[src/rtl/prog_loader.sv]
// Framed byte-stream bootloader for the 256x16 instruction memory.
// Words are assembled high byte first and written to consecutive addresses; the CPU stays in load mode until the checksum passes.
module prog_loader #(
  parameter logic [7:0]  SYNC_BYTE = 8'hA5,
  parameter int unsigned TIMEOUT   = 50000
) (
  input  logic        clk,
  input  logic        reset,
  input  logic [7:0]  rx_data,
  input  logic        rx_valid,
  output logic        rx_ready,
  output logic [15:0] inst_data,
  output logic [7:0]  inst_add,
  output logic        instr_wenable,
  output logic        word_wr,
  output logic        load_done,
  output logic        load_error
);

  typedef enum logic [2:0] {IDLE, COUNT, HI, LO, CHECK, DONE, ERR} state_t;

  state_t      state_q, state_d;
  logic [7:0]  cnt_q, cnt_d;
  logic [7:0]  hi_q, hi_d;
  logic [7:0]  idx_q, idx_d;
  logic [7:0]  chk_q, chk_d;
  logic [15:0] tmo_q, tmo_d;
  logic [15:0] data_q, data_d;
  logic [7:0]  add_q, add_d;
  logic        wr_q, wr_d;

  logic        acc;
  logic        in_frame;
  logic [15:0] tmo_inc;
  logic        tmo_hit;

  assign rx_ready      = (state_q != DONE);
  assign instr_wenable = (state_q inside {COUNT, HI, LO, CHECK, ERR});
  assign load_done     = (state_q == DONE);
  assign load_error    = (state_q == ERR);
  assign inst_data     = data_q;
  assign inst_add      = add_q;
  assign word_wr       = wr_q;

  assign acc      = rx_valid && rx_ready;
  assign in_frame = (state_q inside {COUNT, HI, LO, CHECK});
  assign tmo_inc  = (tmo_q == 16'hFFFF) ? tmo_q : tmo_q + 16'd1;
  // A zero TIMEOUT never fires, so an idle sender can hold the frame open indefinitely.
  assign tmo_hit  = (TIMEOUT != 0) && ({16'd0, tmo_inc} >= 32'(TIMEOUT));

  always_comb begin
    state_d = state_q;
    cnt_d   = cnt_q;
    hi_d    = hi_q;
    idx_d   = idx_q;
    chk_d   = chk_q;
    tmo_d   = tmo_q;
    data_d  = data_q;
    add_d   = add_q;
    wr_d    = 1'b0;

    if (in_frame) tmo_d = acc ? 16'd0 : tmo_inc;

    case (state_q)
      IDLE, ERR: begin
        if (acc && rx_data == SYNC_BYTE) begin
          state_d = COUNT;
          idx_d   = 8'd0;
          chk_d   = 8'd0;
          tmo_d   = 16'd0;
        end
      end
      COUNT: begin
        if (acc) begin
          cnt_d   = rx_data;
          state_d = HI;
        end
      end
      HI: begin
        if (acc) begin
          hi_d    = rx_data;
          chk_d   = chk_q ^ rx_data;
          state_d = LO;
        end
      end
      LO: begin
        if (acc) begin
          chk_d  = chk_q ^ rx_data;
          data_d = {hi_q, rx_data};
          add_d  = idx_q;
          wr_d   = 1'b1;
          if (idx_q == cnt_q) begin
            state_d = CHECK;
          end else begin
            idx_d   = idx_q + 8'd1;
            state_d = HI;
          end
        end
      end
      CHECK: begin
        if (acc) state_d = (rx_data == chk_q) ? DONE : ERR;
      end
      DONE:    state_d = IDLE;
      default: state_d = IDLE;
    endcase

    if (in_frame && !acc && tmo_hit) begin
      state_d = ERR;
      tmo_d   = 16'd0;
    end
  end

  always_ff @(posedge clk) begin
    if (reset) begin
      state_q <= IDLE;
      cnt_q   <= 8'd0;
      hi_q    <= 8'd0;
      idx_q   <= 8'd0;
      chk_q   <= 8'd0;
      tmo_q   <= 16'd0;
      data_q  <= 16'd0;
      add_q   <= 8'd0;
      wr_q    <= 1'b0;
    end else begin
      state_q <= state_d;
      cnt_q   <= cnt_d;
      hi_q    <= hi_d;
      idx_q   <= idx_d;
      chk_q   <= chk_d;
      tmo_q   <= tmo_d;
      data_q  <= data_d;
      add_q   <= add_d;
      wr_q    <= wr_d;
    end
  end

endmodule

[config.mk]
export PLATFORM = sky130hd
export DESIGN_NAME = prog_loader
export DESIGN_NICKNAME = d
export VERILOG_FILES = /design/src/rtl/prog_loader.sv
export SDC_FILE = /design/constraint.sdc
export NUM_CORES = 1
export LEC_CHECK = 0
export CORE_ASPECT_RATIO = 0.6
export CORE_UTILIZATION = 30
export DETAILED_ROUTE_END_ITERATION = 8
export PLACE_DENSITY_LB_ADDON = 0.25
export SLEW_MARGIN = 20
export SYNTH_ARGS = -nofsm -noshare
export SYNTH_HDL_FRONTEND = slang
export SYNTH_SLANG_ARGS = --single-unit
export TNS_END_PERCENT = 10
[constraint.sdc]
create_clock -name clk -period 2.6 [get_ports clk]
set_input_delay 0.39 -clock clk [delete_from_list [all_inputs] [get_ports clk]]
set_output_delay 0.39 -clock clk [all_outputs]
set_load 0.01 [all_outputs]
## Yosys cells after proc, flatten, opt, wreduce, memory -nomap -nowiden

Cells that the tools add are included.

- Bits in registers: 76
- Input port bits: 11
- Logic and storage cells: 80
- Output and inout port bits: 29

- Order comparisons: 1
- Muxes and demuxes: 21
- Reductions and logical operators: 21
- Add/sub/neg operators: 2
- Equal/unequal tests: 23
- Bitwise logic cells: 2

Operator list:

| operator | number |
|---|---|
| $mux W16 | 5 |
| $mux W8 | 4 |
| $pmux W8 S2 | 2 |
| $mux W3 | 7 |
| $add A16 B1 Y16 const B | 1 |
| $eq A16 B16 Y1 const B | 1 |
| $eq A8 B8 Y1 | 2 |
| $ge A16 B16 Y1 const B | 1 |
| $pmux W3 S5 | 1 |
| $ne A2 B2 Y1 const B | 6 |
| $ne A3 B2 Y1 const B | 4 |
| $reduce_and A5 Y1 | 2 |
| $eq A3 B3 Y1 const B | 3 |
| $add A8 B1 Y8 const B | 1 |
| $eq A8 B8 Y1 const B | 1 |
| $reduce_or A2 Y1 | 4 |
| $xor A8 B8 Y8 | 1 |
| $eq A3 B2 Y1 const B | 2 |
| $ne A3 B3 Y1 const B | 2 |
| $reduce_and A2 Y1 | 3 |
| $reduce_bool A5 Y1 | 1 |
| $logic_and A1 B1 Y1 | 4 |
| $reduce_and A4 Y1 | 1 |
| $reduce_bool A2 Y1 | 2 |
| other kinds (9) | 9 |

## Logic depth before layout (Yosys ltp)

Gate-level depths: netlist (run 1).

- Depth after elaboration: 7
- Gate-level depth with buffers: 11
- Mapped depth without buffers: 8

## Worst setup path before layout (run 1)

Ideal clock, no wire load.

- Kind: register -> register
- From: register tmo_q[0]
- To: register tmo_q[4]
- Slack: 362 ps
- Data arrival time: 2120 ps
- Period minus slack after synthesis: 2238 ps
- Stages on the path, launching flop included: 12
- Library setup time: 118 ps
- Cells stage by stage: dfxtp_1 -> ha_1 -> buf_2 -> and4_1 -> buf_2 -> and4_1 -> buf_2 -> nand2b_1 -> a311oi_2 -> a21o_2 -> buf_6 -> nor3_2

- Cells in the longest elaborated chain, start to end: 6
- Elaborated cells between the ends (all ways): 10

RTL lines:

| what | line | source |
|---|---|---|
| start: declaration | 27 | `logic [15:0] tmo_q, tmo_d;` |
| start signal: assignment | 130 | `tmo_q <= tmo_d;` |
| $add A16 B1 Y16 / $eq A16 B16 Y1 (equally long branches) | 47 | `assign tmo_inc = (tmo_q == 16'hFFFF) ? tmo_q : tmo_q + 16'd1;` |
| $mux W16 * | 47 |  |
| parallel branches: the longest is 4 deep, another holds $ge A16 B16 Y1 | -- |  |

Mark *: on every way between the ends.
A chain may end at the register's enable or synchronous reset.

## Worst setup path after layout (run 1)

- From: register state_q[0]
- To: output port instr_wenable

- Cells in the longest elaborated chain, start to end: 2
- Elaborated cells between the ends (all ways): 6

RTL lines:

| what | line | source |
|---|---|---|
| start: declaration | 22 | `state_t state_q, state_d;` |
| start signal: assignment | 125 | `state_q <= state_d;` |
| $eq A3 B1 Y1 (tied with other cells) | 38 | `assign instr_wenable = (state_q inside {COUNT, HI, LO, CHECK, ERR});` |
| $reduce_bool A5 Y1 * | 38 |  |
| end: declaration | 14 | `output logic instr_wenable,` |

Mark *: on every way between the ends. The rest lies on a longest branch, timed or not.

==> results.py, run 1 <==
metrics = {
    "timing": {
        "finalHoldViolations": 0,
        "tns_ps": 0,
        "tightest_slew_ps": 698.7,
        "clock.fmax_mhz": 419.5,
        "min_period_ps": 2384,
        "min_period_over_period_pct": 91.68,
        "relSlewSlack_pct": 53.42,
        "setup_viol": 0,
        "finalMaxSlewViolations": 0,
        "fin_skew_ps": 5.894,
        "rsz0062_at_grt": "false",
    },
    "grt": {
        "grt_pass1_wl_um": 19380,
        "antenna_found_initial": 0,
        "track_usage_pct": 17.19,
        "grt-ovfl-total": 0,
        "grt_pass1_vias": 3716,
        "grt_max_degree": 55,
    },
    "floorplan": {
        "die_h_um": 92.74,
        "fp.coreArea_mm2": 0.01309,
        "rows": 32,
        "dieArea_mm2": 0.01421,
        "ios": 40,
        "initial_core_util_pct": 31.44,
        "fp.dieW_um": 153.2,
    },
    "critical_path": {
        "start_kind": "register",
        "critPathMaxStageDelay_ps": 570,
        "cp_top_family": "buffers and inverters",
        "crit_required_ps": 2210,
        "critical_path.startpoint": "state_q[0]",
        "cp.arrival_ps": 1990,
        "worstReg2RegStart": "tmo_q[5]",
        "critPathKind": "reg -> out",
        "crit_buf_inv": 2,
        "cp_cell_sequence": "inv_1, and3_1, nand2b_1, clkdlybuf4s50_1",
        "cp_max_fo": 12,
        "slowest_stage": "dfxtp_1",
        "end_kind": "output port",
    },
    "hold_path": {
        "hp-start": "hi_q[2]",
        "hp-class": "reg -> reg",
    },
    "final_layout": {
        "fillCellCount": 1331,
        "drive_gt1_share_pct": 13.76,
        "antenna_cells": 0,
        "final_area_mm2": 0.005112,
        "layout_common_cells": "96 x nand2_1, 76 x dfxtp_1, 61 x a21oi_1",
        "multiInputGateArea_mm2": 0.002386,
        "regArea_mm2": 0.001521,
        "final_common_cell": "nand2_1",
        "area_delta_synth_final_pct": 24.19,
        "nNetsFinal": 576,
    },
    "clock_tree": {
        "cts.sinks": 76,
        "cts.clk_slew.worst_paths_ps": 60,
        "clockBufferDepth": 2,
        "htreeDepth": 3,
        "insertion_delay_ps": 330,
        "cts_setup_buffers": 0,
        "root_buffer": "clkbuf_16",
        "ctsHoldBuffers": 0,
        "cts_buffers": 9,
        "cts_resized": 0,
        "tritoncts": "yes",
    },
    "logic_synthesis": {
        "yosysWarnings": 0,
        "synthAdderAreaFrac_pct": 0.6079,
        "yosys_most_used_dff": "dfxtp_1",
        "synthMuxAreaShare_pct": 2.432,
        "synth_compound_area_share_pct": 20.21,
        "synth-seq-cells": 76,
        "synth_cells": 518,
        "synthArstFlopShare_pct": 0,
        "synth_edf_count": 0,
        "synthDistinctLibCells": 59,
        "synth_nets": 531,
        "avgSynthCellArea_um2": 7.947,
        "synth_top_family_by_area": "simple AND/OR/NAND/NOR gates",
        "yosys.area_share.xor_xnor_pct": 4.255,
        "synth_seq_area_share_pct": 36.96,
        "synth-simple-area-share_pct": 30.46,
        "syn-cell-area_mm2": 0.004116,
    },
    "run_status": {
        "status": "finished clean",
    },
    "route": {
        "vias_per_cell": 5.350,
        "via_count": 3943,
        "drtAntennaViolNets": 0,
        "drt-total-wl_um": 11770,
        "drtPass1Iterations": 5,
        "first_iter_violations": 390,
        "wire_per_inst_um": 15.96,
        "drc": 0,
    },
    "placed_design": {
        "portBuffers": 39,
        "placed_area_mm2": 0.004788,
        "hpwl_um": 8575,
        "gp_congestion": 0.8617,
    },
    "power_and_ir_drop": {
        "vdd_drop_max_v": 0.0002668,
        "power.density_mw_per_mm2": 513.6,
        "power_leakage_nw": 1.723,
    },
    "run": {
        "maxCapViolCount": 0,
    },
}
[where the power goes]
part | internal, W | switching, W
clock | 0.000866 | 0.000495
combinational | 0.0000372 | 0.0000630
sequential | 0.00116 | 0.000000219
[cell families (layout without fill, tap and decap cells)]
| kind of cell | after synthesis | count (layout) |
|---|---|---|
| buffers and inverters | 45 | 94 |
| multiplexers | 10 | 10 |
| AND/OR/NAND/NOR | 231 | 231 |
| XOR/XNOR | 20 | 20 |
| adder cells (fa/ha/maj) | 2 | 2 |
| AO/OA/AOI/OAI | 134 | 134 |
| flip-flops | 76 | 76 |
[cell usage after synthesis (all sizes together) (2+ instances only)]
master / n / area [um2]
nand2b: 5 / 31.28
inv: 7 / 26.28
o31ai: 10 / 75.07
o22ai: 6 / 37.54
a211oi: 3 / 22.52
o21a: 3 / 30.02
xnor2: 9 / 78.83
and3: 4 / 25.02
or3: 4 / 25.02
dfxtp: 76 / 1521
a22oi: 3 / 22.52
ha: 2 / 25.02
o21bai: 2 / 15.01
or4: 2 / 18.77
a21oi: 62 / 314.1
clkbuf: 20 / 76.32
a31oi: 6 / 37.54
a2bb2oi: 2 / 23.77
nand3: 15 / 85.08
and4: 4 / 35.03
nand4b: 10 / 87.58
nand2: 96 / 360.4
xor2: 11 / 96.34
buf: 17 / 102.6
nor2: 37 / 138.9
a41oi: 3 / 26.28
o21ai: 22 / 110.1
mux2i: 10 / 100.1
a211o: 2 / 17.52
a21o: 4 / 31.28
nor2b: 2 / 12.51
nor3: 28 / 210.2
nand4: 7 / 58.81
nor4: 13 / 136.4
[metrics by stage]
step                      cells  setup WS [ps]  util (%)  hold WS (ps)  total power (W)
after floorplan             518          361.6         -         432.1         0.001235
after global placement      722         -11.79     36.57         441.3         0.001288
after detailed placement    722          31.88     36.57         445.1         0.001289
after CTS                   737          220.8     39.05         454.2         0.002662
after global routing        737          95.42     39.05         480.0         0.002716
final                       737          216.2     39.05         451.5         0.002626
[worst register-to-register path, stage by stage, from the launching register on]
cell	delay (ps)
dfxtp_1	540
nand4_4	260
nor4_4	520
o21ai_1	190
a311oi_2	320
a21o_2	190
buf_12	150
nor3_1	60
[routing by layer]
layer	up-vias	share of wire, %	track usage, %
li1	1941	-	-
met1	1860	52	25.67
met2	135	41	24.51
met3	7	6.2	3.978
met4	0	0.66	3.620
met5	-	0	0
[state kept, by name (all words and copies together) (netlist names)]
name / count
word_wr: 1
inst_data: 16
cnt_q: 8
chk_q: 8
hi_q: 8
state_q: 3
idx_q: 8
inst_add: 8
tmo_q: 16
[final cells by class]
class	count	area share, %
flip-flops and latches	76	29.76
repair buffers	71	12.48
clock buffers	10	4.674
multi-input cells	397	46.67
well taps	170	4.161
clock inverters	5	1.664
inverters	8	0.5874
[final timing paths]
check / endpoint / cells past startpoint / slack [ps]
worst max-delay path: instr_wenable / 4 / 220
worst min-delay path: inst_data[10] / 2 / 450
worst max register to register: tmo_q[9] / 7 / 250
worst min register to register: inst_data[10] / 2 / 450
(Power assumes the default switching activity.)
==> run 2, diff against run 1 <==
CORE_UTILIZATION = 40   (was 30)
==> results.py, run 2 (synthesis results as in run 1) <==
metrics = {
    "power_and_ir_drop": {
        "power_leakage_nw": 1.739,
        "vdd_drop_max_v": 0.0003244,
        "power.density_mw_per_mm2": 533.6,
    },
    "critical_path": {
        "start_kind": "register",
        "crit_required_ps": 2820,
        "end_kind": "register",
        "cp.arrival_ps": 2670,
        "cp_max_fo": 12,
        "critPathKind": "reg -> reg",
    },
    "timing": {
        "setup_viol": 0,
        "tightest_slew_ps": 754.7,
        "min_period_ps": 2451,
        "finalHoldViolations": 0,
        "fin_skew_ps": 9.077,
        "min_period_over_period_pct": 94.29,
        "relSlewSlack_pct": 49.68,
        "rsz0062_at_grt": "false",
        "whs_ps": 452.5,
        "finalMaxSlewViolations": 0,
        "clock.fmax_mhz": 407.9,
        "tns_ps": 0,
    },
    "clock_tree": {
        "cts_buffers": 9,
        "cts.sinks": 76,
        "tritoncts": "yes",
        "ctsHoldBuffers": 0,
        "root_buffer": "clkbuf_16",
        "clockBufferDepth": 2,
        "cts_setup_buffers": 0,
        "cts.clk_slew.worst_paths_ps": 60,
        "cts_resized": 0,
        "insertion_delay_ps": 350,
        "htreeDepth": 3,
    },
    "final_layout": {
        "layout_common_cells": "96 x nand2_1, 76 x dfxtp_1, 61 x a21oi_1",
        "nNetsFinal": 577,
        "area_delta_synth_final_pct": 23.65,
        "antenna_cells": 0,
        "final_common_cell": "nand2_1",
        "final_area_mm2": 0.005090,
        "drive_gt1_share_pct": 13.91,
        "utilization_pct": 51.34,
    },
    "grt": {
        "grt_max_degree": 55,
        "antenna_found_initial": 0,
        "track_usage_pct": 22.43,
        "grt-ovfl-total": 0,
        "grt_pass1_vias": 3481,
        "grt_pass1_wl_um": 18510,
    },
    "route": {
        "drc": 0,
        "drtAntennaViolNets": 0,
        "drt-total-wl_um": 11430,
        "via_count": 4028,
        "drtPass1Iterations": 5,
        "first_iter_violations": 370,
        "vias_per_cell": 5.730,
        "wire_per_inst_um": 16.25,
    },
    "floorplan": {
        "fp.dieW_um": 133.0,
        "ios": 40,
        "dieArea_mm2": 0.01071,
        "initial_core_util_pct": 41.52,
        "fp.coreArea_mm2": 0.009915,
        "die_h_um": 80.58,
        "rows": 28,
    },
    "placed_design": {
        "gp_congestion": 0.8339,
        "hpwl_um": 8038,
        "placed_area_mm2": 0.004752,
        "portBuffers": 39,
    },
    "hold_path": {
        "hp-class": "reg -> reg",
    },
    "run_status": {
        "status": "finished clean",
    },
    "run": {
        "maxCapViolCount": 0,
    },
}
[run 2: cell types whose count changed in the layout (fill, tap and decap cells not counted)]
cell / change
clkinv_2: +1
clkbuf_8: -1
clkinvlp_4: -1
buf_4: +1
bufinv_16: +1
[run 2: worst paths after layout]
kind / from / endpoint / slack, ps / depth (start not counted)
setup / recovery: tmo_q[1] / tmo_q[9] / 150 / 8
setup reg to reg: tmo_q[1] / tmo_q[9] / 150 / 8
hold / removal: inst_data[11] / inst_data[11] / 450 / 2
hold reg to reg: inst_data[11] / inst_data[11] / 450 / 2
[run 2: power by group]
part           switching (W)  leakage [nW]  internal (W)  total [W]
sequential       0.000000225         0.612       0.00116    0.00116
clock               0.000515         0.166      0.000935    0.00145
combinational      0.0000631         0.961     0.0000382   0.000101
[run 2: final cells by class]
class	instances	area [um2]
Clock buffer	9	225.2
Clock inverter	6	112.6
Tap cell	135	168.9
Timing Repair Buffer	72	645.6
Sequential cell	76	1521
Fill cell	933	4825
Multi-Input combinational cell	397	2386
Inverter	8	30.03
[run 2: critical path, stage by stage (launching register included)]
cell     delay (ps)
dfxtp_1         450
ha_1            220
nand4_1         300
or4_4           560
a21o_1          190
a21oi_2         210
a21o_2          180
buf_12          150
nor3_1           60
[run 2: per-layer routing]
layer | track usage, % | vias to the layer above | routed length, um
met5 | 0 | - | 0
met4 | 4.483 | 0 | 81
met3 | 6.439 | 10 | 760
met2 | 31.05 | 143 | 4626
met1 | 33.52 | 1932 | 5957
li1 | - | 1943 | -
[run 2: through the flow]
step                setup slack (ps)  power (W)  cells
finish                         148.6   0.002716    703
global route                  0.9333   0.002793    703
CTS                            178.6   0.002731    703
detailed placement             126.7   0.001290    688
global placement               107.5   0.001289    688
floorplan                      361.6   0.001235    518
==> run 3, diff against run 2 <==
MAX_ROUTING_LAYER = met4   (was not set)
TNS_END_PERCENT = 100   (was 10)
==> results.py, run 3 (synthesis results as in run 1) <==
metrics = {
    "grt": {
        "grt_pass1_wl_um": 18510,
        "grt_use_met2_pct": 31.05,
        "antenna_found_initial": 0,
        "grtUsageMet3_pct": 6.439,
        "grt_pass1_vias": 3481,
        "grt_max_degree": 55,
        "grt.met1_usage_pct": 33.49,
        "top_usage_layer": "met1",
        "track_usage_pct": 23.06,
        "grt-ovfl-total": 0,
    },
    "route": {
        "drtAntennaViolNets": 0,
        "drt-total-wl_um": 11390,
        "wire_per_inst_um": 16.20,
        "drc": 0,
        "vias_per_cell": 5.706,
        "drtPass1Iterations": 5,
        "via_count": 4011,
        "first_iter_violations": 386,
    },
    "timing": {
        "relSlewSlack_pct": 49.63,
        "setup_viol": 0,
        "min_period_over_period_pct": 94.13,
        "finalMaxSlewViolations": 0,
        "fin_skew_ps": 9.530,
        "finalHoldViolations": 0,
        "rsz0062_at_grt": "false",
        "min_period_ps": 2447,
        "clock.fmax_mhz": 408.6,
        "tns_ps": 0,
        "tightest_slew_ps": 755.6,
    },
    "clock_tree": {
        "cts_resized": 0,
        "htreeDepth": 3,
        "cts_setup_buffers": 0,
        "insertion_delay_ps": 350,
        "tritoncts": "yes",
        "root_buffer": "clkbuf_16",
        "ctsHoldBuffers": 0,
        "cts.clk_slew.worst_paths_ps": 60,
        "clockBufferDepth": 2,
        "cts.sinks": 76,
        "cts_buffers": 9,
    },
    "floorplan": {
        "die_h_um": 80.58,
        "fp.coreArea_mm2": 0.009915,
        "dieArea_mm2": 0.01071,
        "rows": 28,
        "initial_core_util_pct": 41.52,
        "fp.dieW_um": 133.0,
        "ios": 40,
    },
    "run_status": {
        "status": "finished clean",
    },
    "power_and_ir_drop": {
        "power.density_mw_per_mm2": 533.9,
        "power_leakage_nw": 1.739,
        "vdd_drop_max_v": 0.0003244,
    },
    "placed_design": {
        "portBuffers": 39,
        "hpwl_um": 8038,
        "gp_congestion": 0.8467,
        "place_inst": 688,
    },
    "critical_path": {
        "cp_max_fo": 12,
        "cp.arrival_ps": 2670,
        "end_kind": "register",
        "critical_path.startpoint": "tmo_q[1]",
        "worstReg2RegStart": "tmo_q[1]",
        "start_kind": "register",
        "crit_required_ps": 2820,
        "reg2regPathDepth": 8,
        "critPathKind": "reg -> reg",
    },
    "hold_path": {
        "hp-start": "inst_data[11]",
        "min_path_cells": 2,
        "hp-class": "reg -> reg",
    },
    "final_layout": {
        "antenna_cells": 0,
        "fillCellCount": 933,
        "layout_common_cells": "96 x nand2_1, 76 x dfxtp_1, 61 x a21oi_1",
        "drive_gt1_share_pct": 13.91,
        "final_common_cell": "nand2_1",
        "area_delta_synth_final_pct": 23.65,
        "nNetsFinal": 577,
        "fin_cells": 703,
    },
    "run": {
        "maxCapViolCount": 0,
    },
}
[run 3: cell counts in the layout (fill, tap and decap cells not counted)]
No cell type changed its count.
[run 3: metrics by stage]
step           util, %  worst slack, ps  instance area, um2  total power (W)  hold WS (ps)
5_1_grt          51.34           0.9330                5090         0.002793         468.5
3_3_place_gp     47.93            107.5                4752         0.001289         442.4
4_1_cts          51.34            178.6                5090         0.002731         455.6
3_5_place_dp     47.93            126.7                4752         0.001290         447.7
2_1_floorplan        -            361.6                4116         0.001235         432.1
6_report         51.34            152.7                5090         0.002718         452.9
[run 3: final cells by class]
type	instances	area (um2)	area share, %
Sequential cell	76	1521	29.89
Inverter	8	30.03	0.5900
Tap cell	135	168.9	3.319
Clock inverter	6	112.6	2.212
Multi-Input combinational cell	397	2386	46.88
Clock buffer	9	225.2	4.425
Timing Repair Buffer	72	645.6	12.68
[run 3: where the power goes]
part | internal (W) | total [W] | switching [W]
sequential | 0.00116 | 0.00116 | 0.000000226
combinational | 0.0000382 | 0.000101 | 0.0000632
clock | 0.000936 | 0.00145 | 0.000516
[run 3: worst paths after layout]
kind | endpoint | slack [ps]
worst min register to register | inst_data[11] | 450
worst min-delay path | inst_data[11] | 450
worst max register to register | tmo_q[9] | 150
worst max-delay path | tmo_q[9] | 150
[run 3: critical path, cell delays in order (launching register included)]
cell and delay [ps]:
dfxtp_1 450, ha_1 230, nand4_1 300, or4_4 550
a21o_1 190, a21oi_2 210, a21o_2 180, buf_12 150
nor3_1 60
[run 3: per-layer routing]
layer,wire length (um),part of all wire (%)
met4,60,0.53
met5,0,0
met2,4623,41
met3,790,6.9
met1,5914,52
